--- src/rtl/sdram_host_responder.sv ---
// Host-side SDRAM controller emulator: request/ACK/burst handshake in front of a
// 256x16 synchronous RAM, with optional read-data corruption at one word address.
module sdram_host_responder #(
   parameter int unsigned ACK_LAT    = 3,
   parameter logic [22:0] FAULT_ADDR = 23'h000000,
   parameter logic [15:0] FAULT_XOR  = 16'h0000
) (
   input  logic        CLOCK_50,
   input  logic        RESET,
   input  logic [22:0] ADDR,
   input  logic        WR,
   input  logic        RD,
   input  logic [7:0]  LENGTH,
   input  logic [1:0]  DM,
   input  logic [15:0] DATAIN,
   output logic [15:0] DATAOUT,
   output logic        ACT,
   output logic        DONE,
   output logic        IN_REQ,
   output logic        OUT_VALID
);

   typedef enum logic [2:0] {
      S_IDLE,
      S_WAIT,
      S_WBURST,
      S_RBURST,
      S_RLAST,
      S_DONE_P,
      S_RELEASE
   } state_t;

   localparam logic [3:0] WAIT_LAST = 4'(ACK_LAT - 1);

   state_t      state_q, state_d;
   logic [22:0] addr_q, addr_d;
   logic [7:0]  last_q, last_d;
   logic [1:0]  dm_q, dm_d;
   logic        wr_q, wr_d;
   logic [3:0]  cnt_q, cnt_d;
   logic [7:0]  off_q, off_d;
   logic [15:0] dout_q;
   logic        valid_q;

   logic [15:0] mem [256];
   logic [22:0] word_addr;
   logic [7:0]  idx;
   logic [15:0] rmask;

   // Full-width sum drives the fault compare; its low byte is the 8-bit wrapping RAM index.
   assign word_addr = addr_q + {15'd0, off_q};
   assign idx       = word_addr[7:0];
   assign rmask     = (word_addr == FAULT_ADDR) ? FAULT_XOR : 16'h0000;

   always_comb begin
      state_d = state_q;
      addr_d  = addr_q;
      last_d  = last_q;
      dm_d    = dm_q;
      wr_d    = wr_q;
      cnt_d   = cnt_q;
      off_d   = off_q;
      ACT     = 1'b0;
      IN_REQ  = 1'b0;
      DONE    = 1'b0;
      case (state_q)
         S_IDLE: begin
            if (WR || RD) begin
               addr_d  = ADDR;
               last_d  = (LENGTH == 8'd0) ? 8'd0 : LENGTH - 8'd1;
               dm_d    = DM;
               wr_d    = WR;
               cnt_d   = '0;
               off_d   = '0;
               state_d = S_WAIT;
            end
         end
         S_WAIT: begin
            if (cnt_q == WAIT_LAST) begin
               ACT     = 1'b1;
               off_d   = '0;
               state_d = wr_q ? S_WBURST : S_RBURST;
            end else begin
               cnt_d = cnt_q + 4'd1;
            end
         end
         S_WBURST: begin
            IN_REQ = 1'b1;
            if (off_q == last_q) state_d = S_DONE_P;
            else                 off_d   = off_q + 8'd1;
         end
         S_RBURST: begin
            if (off_q == last_q) state_d = S_RLAST;
            else                 off_d   = off_q + 8'd1;
         end
         S_RLAST:  state_d = S_DONE_P;
         S_DONE_P: begin
            DONE    = 1'b1;
            state_d = S_RELEASE;
         end
         S_RELEASE: begin
            if (!WR && !RD) state_d = S_IDLE;
         end
         default: state_d = S_IDLE;
      endcase
   end

   always_ff @(posedge CLOCK_50 or posedge RESET) begin
      if (RESET) begin
         state_q <= S_IDLE;
         addr_q  <= '0;
         last_q  <= '0;
         dm_q    <= '0;
         wr_q    <= 1'b0;
         cnt_q   <= '0;
         off_q   <= '0;
      end else begin
         state_q <= state_d;
         addr_q  <= addr_d;
         last_q  <= last_d;
         dm_q    <= dm_d;
         wr_q    <= wr_d;
         cnt_q   <= cnt_d;
         off_q   <= off_d;
      end
   end

   // The RAM read register doubles as DATAOUT so it only moves on OUT_VALID.
   always_ff @(posedge CLOCK_50 or posedge RESET) begin
      if (RESET) begin
         dout_q  <= '0;
         valid_q <= 1'b0;
      end else begin
         valid_q <= (state_q == S_RBURST);
         if (state_q == S_RBURST) dout_q <= mem[idx] ^ rmask;
      end
   end

   always_ff @(posedge CLOCK_50) begin
      if (state_q == S_WBURST) begin
         mem[idx] <= {dm_q[1] ? mem[idx][15:8] : DATAIN[15:8],
                      dm_q[0] ? mem[idx][7:0]  : DATAIN[7:0]};
      end
   end

   assign DATAOUT   = dout_q;
   assign OUT_VALID = valid_q;

endmodule

--- config.mk ---
export PLATFORM = sky130hd
export DESIGN_NAME = sdram_host_responder
export DESIGN_NICKNAME = d
export VERILOG_FILES = /design/src/rtl/sdram_host_responder.sv
export SDC_FILE = /design/constraint.sdc
export NUM_CORES = 2
export LEC_CHECK = 0
export CAP_MARGIN = 20
export CORE_ASPECT_RATIO = 0.9
export CORE_UTILIZATION = 38
export CTS_CLUSTER_DIAMETER = 200
export CTS_CLUSTER_SIZE = 16
export DETAILED_ROUTE_END_ITERATION = 12
export GPL_TIMING_DRIVEN = 0
export PLACE_DENSITY = 0.48
export SYNTH_ARGS = -nofsm -noshare
export SYNTH_HDL_FRONTEND = slang
export SYNTH_SLANG_ARGS = --single-unit
export TNS_END_PERCENT = 10
--- constraint.sdc ---
create_clock -name CLOCK_50 -period 36.5 [get_ports CLOCK_50]
set_input_delay 7.3 -clock CLOCK_50 [delete_from_list [all_inputs] [get_ports CLOCK_50]]
set_output_delay 7.3 -clock CLOCK_50 [all_outputs]
set_load 0.01 [all_outputs]
---- Yosys cells after proc, flatten, opt, wreduce, memory -nomap -nowiden ----
Memories as Yosys holds them, arrays and structs flattened.
Cells that the tools add are included.
operators by class
  add/subtract/negate cells ............... 4
  divide/modulo/power cells ............... 0
  order comparisons ....................... 0
  multiplexer cells ....................... 22
  multiply operators ...................... 0
  shift-type cells ........................ 0
  equal/unequal tests ..................... 15
  bitwise operators ....................... 0
  reduce and logical (&&, ||, !) cells .... 13
operators with widths
  kind                   count
  $mux W8                6
  $pmux W8 S3            1
  $pmux W3 S7            1
  $mux W3                5
  $ne A2 B2 Y1 const B   7
  $eq A3 B3 Y1 const B   3
  $add A8 B1 Y8 const B  1
  $add A8 B8 Y8          1
  $eq A8 B8 Y1           1
  $logic_not A8 Y1       1
  $mux W4                2
  $pmux W4 S2            1
  $sub A8 B1 Y8 const B  1
  $eq A3 B2 Y1 const B   2
  $mux W1                6
  $reduce_and A5 Y1      1
  $add A4 B1 Y4 const B  1
  $eq A4 B2 Y1 const B   1
  $reduce_and A4 Y1      1
  $eq A3 B1 Y1 const B   1
  $logic_not A3 Y1       1
  $reduce_and A3 Y1      1
  $reduce_bool A3 Y1     1
  $logic_not A1 Y1       2
  5 further kinds        5
word-level totals
  output and inout port bits .............. 20
  register bits ........................... 51
  bits in read-only memories .............. 0
  memories ................................ 1
  bits in latches ......................... 0
  word-level logic and storage cells ...... 64
  input port bits ......................... 53
  RAM bits ................................ 4096
memory list
  name  words  width  read ports  clocked after memory_dff  wr ports  line  source
  mem   256    16     1           0                         1         45    logic [15:0] mem [256];

---- Longest topological paths before layout ----
  depth in word-level cells ............... 4
  gate-level depth with buffers ........... 14
  mapped depth without buffers ............ 10

---- Worst setup path before layout ----
Ideal clock, no wire load.
  kind .................................... input to register
  start point ............................. input port DATAIN[15]
  end point ............................... memory mem[0][15], data pin
  setup slack ............................. 20997 ps
  arrival ................................. 13919 ps
  path buffers ............................ 0
  stages on the path ...................... 2
  required time ........................... 34916 ps
  setup time .............................. 1584 ps
  cell sequence ........................... inv_1 o22ai_1
between the ends
  longest elaborated chain between the ends .. 1
ends and longest elaborated chain
  element          line  source
  start, declared  15    input logic [15:0] DATAIN,
  $mux W8          141   mem[idx] <= {dm_q[1] ? mem[idx][15:8] : DATAIN[15:8],
  end, declared    45
No other way between the ends.

---- Final worst setup path ----
  start point ............................. register cnt_q[0]
  end point ............................... output port ACT
between the ends
  longest elaborated chain between the ends .. 3
ends and longest elaborated chain
  element                 line  source
  start, declared         40    logic [3:0] cnt_q, cnt_d;
  start signal, assigned  123   cnt_q <= cnt_d;
  $eq A4 B2 Y1            79    if (cnt_q == WAIT_LAST) begin
  $mux W1                 79
  $mux W1                 66    case (state_q)
  end, declared           17    output logic ACT,
No other way between the ends.

==> impl_metrics.json <==
{
  "status": "completed",
  "net-switching-power_w": 0.00172,
  "p_leak_nw": 55.5,
  "gp_congestion": 0.973,
  "core_area_um2": 421000,
  "fin_worst_hold_slack_ps": 497,
  "skew_ps": 66.3,
  "route.detailed.drc": 0,
  "antenna_found_initial": 50,
  "grt_pass1_wl_um": 715000,
  "setup_tns_ps": 0,
  "post-synth-top-area-fraction_pct": 76.4,
  "critical_path_cell_count": 5,
  "logic_pwr_share_pct": 1.4,
  "final_area_um2": 185000,
  "crit_chain": "inv_1 > ha_1 > nor3b_1 > and2_1 > clkdlybuf4s50_1",
  "worst_hold_path_type": "reg -> reg",
  "drt-vias-per-instance": 5.95,
  "final_net_count": 8236,
  "clkTransAtPathRegs_ps": 80,
  "grt_pass1_vias": 81300,
  "num_rows": 226,
  "critical_path.max_fanout": 5,
  "port_buffers": 57,
  "floorplan.initialDensity_pct": 38.2,
  "fp.dieH_um": 619,
  "finalHoldViolCount": 0,
  "dr_total_vias": 82300,
  "tritoncts": "done",
  "synth.avg_cell_area_um2": 21.6,
  "timing.critical_path.slowest_cell_delay_ps": 540,
  "dpl.hpwl_um": 368000,
  "drtPass1Iterations": 6,
  "synth_seq_area_share_pct": 77.2,
  "timing_worst_setup_path_type": "reg -> out",
  "routed_wl_um": 532000,
  "post_synth_edffs": 4096,
  "power.sequential.fraction_pct": 61.6,
  "synth_area_leaders": "sky130_fd_sc_hd__edfxtp_1 (76%), sky130_fd_sc_hd__mux4_2 (16%), sky130_fd_sc_hd__nand2_1 (1.6%)",
  "timing.slew.headroom_pct": 13.2,
  "total_power_w": 0.00849,
  "detail-route-antenna-nets": 0,
  "tritoncts.num_buffers": 297,
  "post_route_cells_drive_above_1_share_pct": 29.3,
  "die_x_um": 688,
  "worstPathRequired_ps": 29200,
  "cell_at_the_root_of_the_clock_tree": "sky130_fd_sc_hd__clkbuf_16",
  "finalSetupViolCount": 0,
  "timing.hold.worst_path_depth": 2,
  "die_area_um2": 426000,
  "count_of_buffer_and_inverter_cells_on_the_critical_path": 2,
  "crit_slowest_cell": "sky130_fd_sc_hd__clkdlybuf4s50_1",
  "post_synth_instance_area_um2": 161000,
  "number_of_warning_messages_in_the_yosys_log": 0,
  "dominantRegCellSynth": "sky130_fd_sc_hd__edfxtp_1",
  "cp.arrival_ps": 2760,
  "finalWorstPathRequiredPeriod_ps": 10070,
  "maximum_buffer_depth_of_the_clock_tree": 4,
  "tritoncts_num_sinks": 4147,
  "synthDistinctLibCells": 73,
  "worst_path_dominant_cell_family": "simple AND/OR/NAND/NOR gates",
  "timing_limited_maximum_frequency_mhz": 99.4,
  "share_of_the_clock_period_used_by_the_worst_path_after_layout_pct": 27.6,
  "postCtsHoldBufs": 0,
  "synth.largest_area_cell": "sky130_fd_sc_hd__edfxtp_1",
  "cell_internal_pwr_w": 0.00676,
  "placedInstanceArea_um2": 176000,
  "max_cap_violations": 0,
  "clock_latency_ps": 980,
  "post_drt_wl_per_cell_um": 38.4,
  "worst_slew_pin_slew_ps": 1290,
  "worstRegToRegCells": 17,
  "floorplan.io_pins": 73,
  "cp-end-kind": "primary output",
  "post_syn_nets": 7501,
  "switching_share_pct": 20.3,
  "power-per-cell-area_nw_per_um2": 46.0,
  "synth-seq-cells": 4147,
  "htreeDepth": 5,
  "first_iter_violations": 11700,
  "area_added_between_synthesis_and_finish_pct": 14.6,
  "max_ir_drop_vdd_mv": 0.0357,
  "grt_max_degree": 121,
  "share_of_total_power_in_the_clock_network_pct": 37.0,
  "residual_overflow_from_global_routing": 0,
  "slew_violations": 0,
  "startpoint_type": "flop",
  "rsz0062_at_grt": "no",
  "post_synthesis_cell_count": 7436,
  "grt_usage_pct": 24.7,
  "synthArstFlopShare_pct": 1.23,
  "cts.repair.resized": 0,
  "number_of_buffers_inserted_by_post_cts_setup_repair": 0
}
==> cell type report <==
class                           count  area [um2]
Inverter                           10        37.5
Buffer                            443        2190
Multi-Input combinational cell   2836       35600
Timing Repair Buffer              436        7370
Antenna cell                       21        52.6
Fill cell                       35800      237000
Tap cell                         5586        6990
Clock buffer                      332        7820
Sequential cell                  4147      124000
Clock inverter                     17         213
==> synthesized netlist by cell type, types with 9 or more instances <==
library cell               instances
sky130_fd_sc_hd__a211oi_1         17
sky130_fd_sc_hd__a221oi_1         30
sky130_fd_sc_hd__a22oi_2           9
sky130_fd_sc_hd__a311oi_1         74
sky130_fd_sc_hd__and2_1           36
sky130_fd_sc_hd__and3_1           16
sky130_fd_sc_hd__buf_1            60
sky130_fd_sc_hd__buf_2           105
sky130_fd_sc_hd__buf_4            57
sky130_fd_sc_hd__buf_6            17
sky130_fd_sc_hd__clkbuf_1        204
sky130_fd_sc_hd__dfrtp_1          51
sky130_fd_sc_hd__edfxtp_1       4096
sky130_fd_sc_hd__ha_1             11
sky130_fd_sc_hd__inv_1             9
sky130_fd_sc_hd__mux2_2           33
sky130_fd_sc_hd__mux4_2         1133
sky130_fd_sc_hd__nand2_1         669
sky130_fd_sc_hd__nand2b_1         70
sky130_fd_sc_hd__nand3_1          78
sky130_fd_sc_hd__nand4_1          92
sky130_fd_sc_hd__nor2_1          279
sky130_fd_sc_hd__nor4_2           13
sky130_fd_sc_hd__o211ai_1         29
sky130_fd_sc_hd__o21a_1           17
sky130_fd_sc_hd__o21ai_0         107
sky130_fd_sc_hd__xor2_1           17
==> power by group through the flow <==
stage	Clock (W)	Combinational [W]	Sequential [W]
floorplan	0	0.0000386	0.00534
global placement	0	0.0000949	0.00536
detailed placement	0	0.000120	0.00533
CTS	0.00320	0.000120	0.00522
global route	0.00333	0.000124	0.00522
finish	0.00314	0.000118	0.00523
==> final timing paths <==
kind,from,endpoint,slack [ps]
setup / recovery,cnt_q[0],ACT,26440
hold / removal,addr_q[0],addr_q[0],500
setup reg to reg,off_q[0],mem[92][14],27210
hold reg to reg,addr_q[0],addr_q[0],500
max in group asynchronous,RESET,off_q[4],29210
min in group asynchronous,RESET,addr_q[4],6710
==> metrics by stage <==
stage          std cells  utilization [%]  setup WS (ps)
2_1_floorplan       7436                -          21000
3_5_place_dp       13500             41.9          26760
5_1_grt            13800             43.8          26270
4_1_cts            13800             43.8          26390
3_3_place_gp       13100             40.0          11650
6_report           13800             43.8          26440
==> state kept, by name, summed over array words and instances, names as in the netlist <==
signal,cells
state_q,3
DATAOUT,16
OUT_VALID,1
addr_q,8
last_q,8
cnt_q,4
wr_q,1
mem,4096
off_q,8
dm_q,2
==> per-layer routing <==
metal	vias up	share of wire [%]	track usage (%)
met4	8	3.9	8.23
met3	705	8.5	4.87
li1	32200	-	-
met2	3765	45	37.5
met5	-	0.054	0
met1	45600	42	36.0
==> worst register-to-register path, cell delays in order (launching register included) <==
cell	delay (ps)
sky130_fd_sc_hd__dfrtp_1	500
sky130_fd_sc_hd__ha_1	290
sky130_fd_sc_hd__fa_1	870
sky130_fd_sc_hd__buf_4	510
sky130_fd_sc_hd__buf_4	480
sky130_fd_sc_hd__buf_2	730
sky130_fd_sc_hd__buf_1	980
sky130_fd_sc_hd__mux4_2	400
sky130_fd_sc_hd__nand2_1	60
sky130_fd_sc_hd__nand2_1	110
sky130_fd_sc_hd__o21ai_0	110
sky130_fd_sc_hd__a22oi_1	750
sky130_fd_sc_hd__nand4_1	660
sky130_fd_sc_hd__nor4_1	710
sky130_fd_sc_hd__buf_2	290
sky130_fd_sc_hd__mux2_8	410
sky130_fd_sc_hd__buf_16	300
sky130_fd_sc_hd__buf_16	310
==> cells in the final DEF (no fill, tap or decap), types with 55 or more instances in the layout <==
cell type,count
sky130_fd_sc_hd__nand3_1,67
sky130_fd_sc_hd__buf_8,212
sky130_fd_sc_hd__nand4_1,92
sky130_fd_sc_hd__a311oi_1,67
sky130_fd_sc_hd__buf_16,106
sky130_fd_sc_hd__nor2_2,248
sky130_fd_sc_hd__clkbuf_1,191
sky130_fd_sc_hd__buf_4,79
sky130_fd_sc_hd__clkdlybuf4s50_1,57
sky130_fd_sc_hd__edfxtp_1,4096
sky130_fd_sc_hd__mux4_2,1133
sky130_fd_sc_hd__nand2b_1,70
sky130_fd_sc_hd__o21ai_0,105
sky130_fd_sc_hd__buf_2,121
sky130_fd_sc_hd__buf_1,55
sky130_fd_sc_hd__clkbuf_16,309
sky130_fd_sc_hd__nand2_1,669
==> cell families after synthesis <==
logic type                 after synthesis  synth area share, %
muxes                                 1171                 16.1
AOI/OAI and AO/OA                      326                 1.49
buffers and inverters                  453                 1.35
DFF                                   4147                 77.2
and+or+nand+nor                       1304                 3.63
xor gates and xnor gates                23                0.125
adders and majority gates               12               0.0979
(Power assumes the default switching activity.)
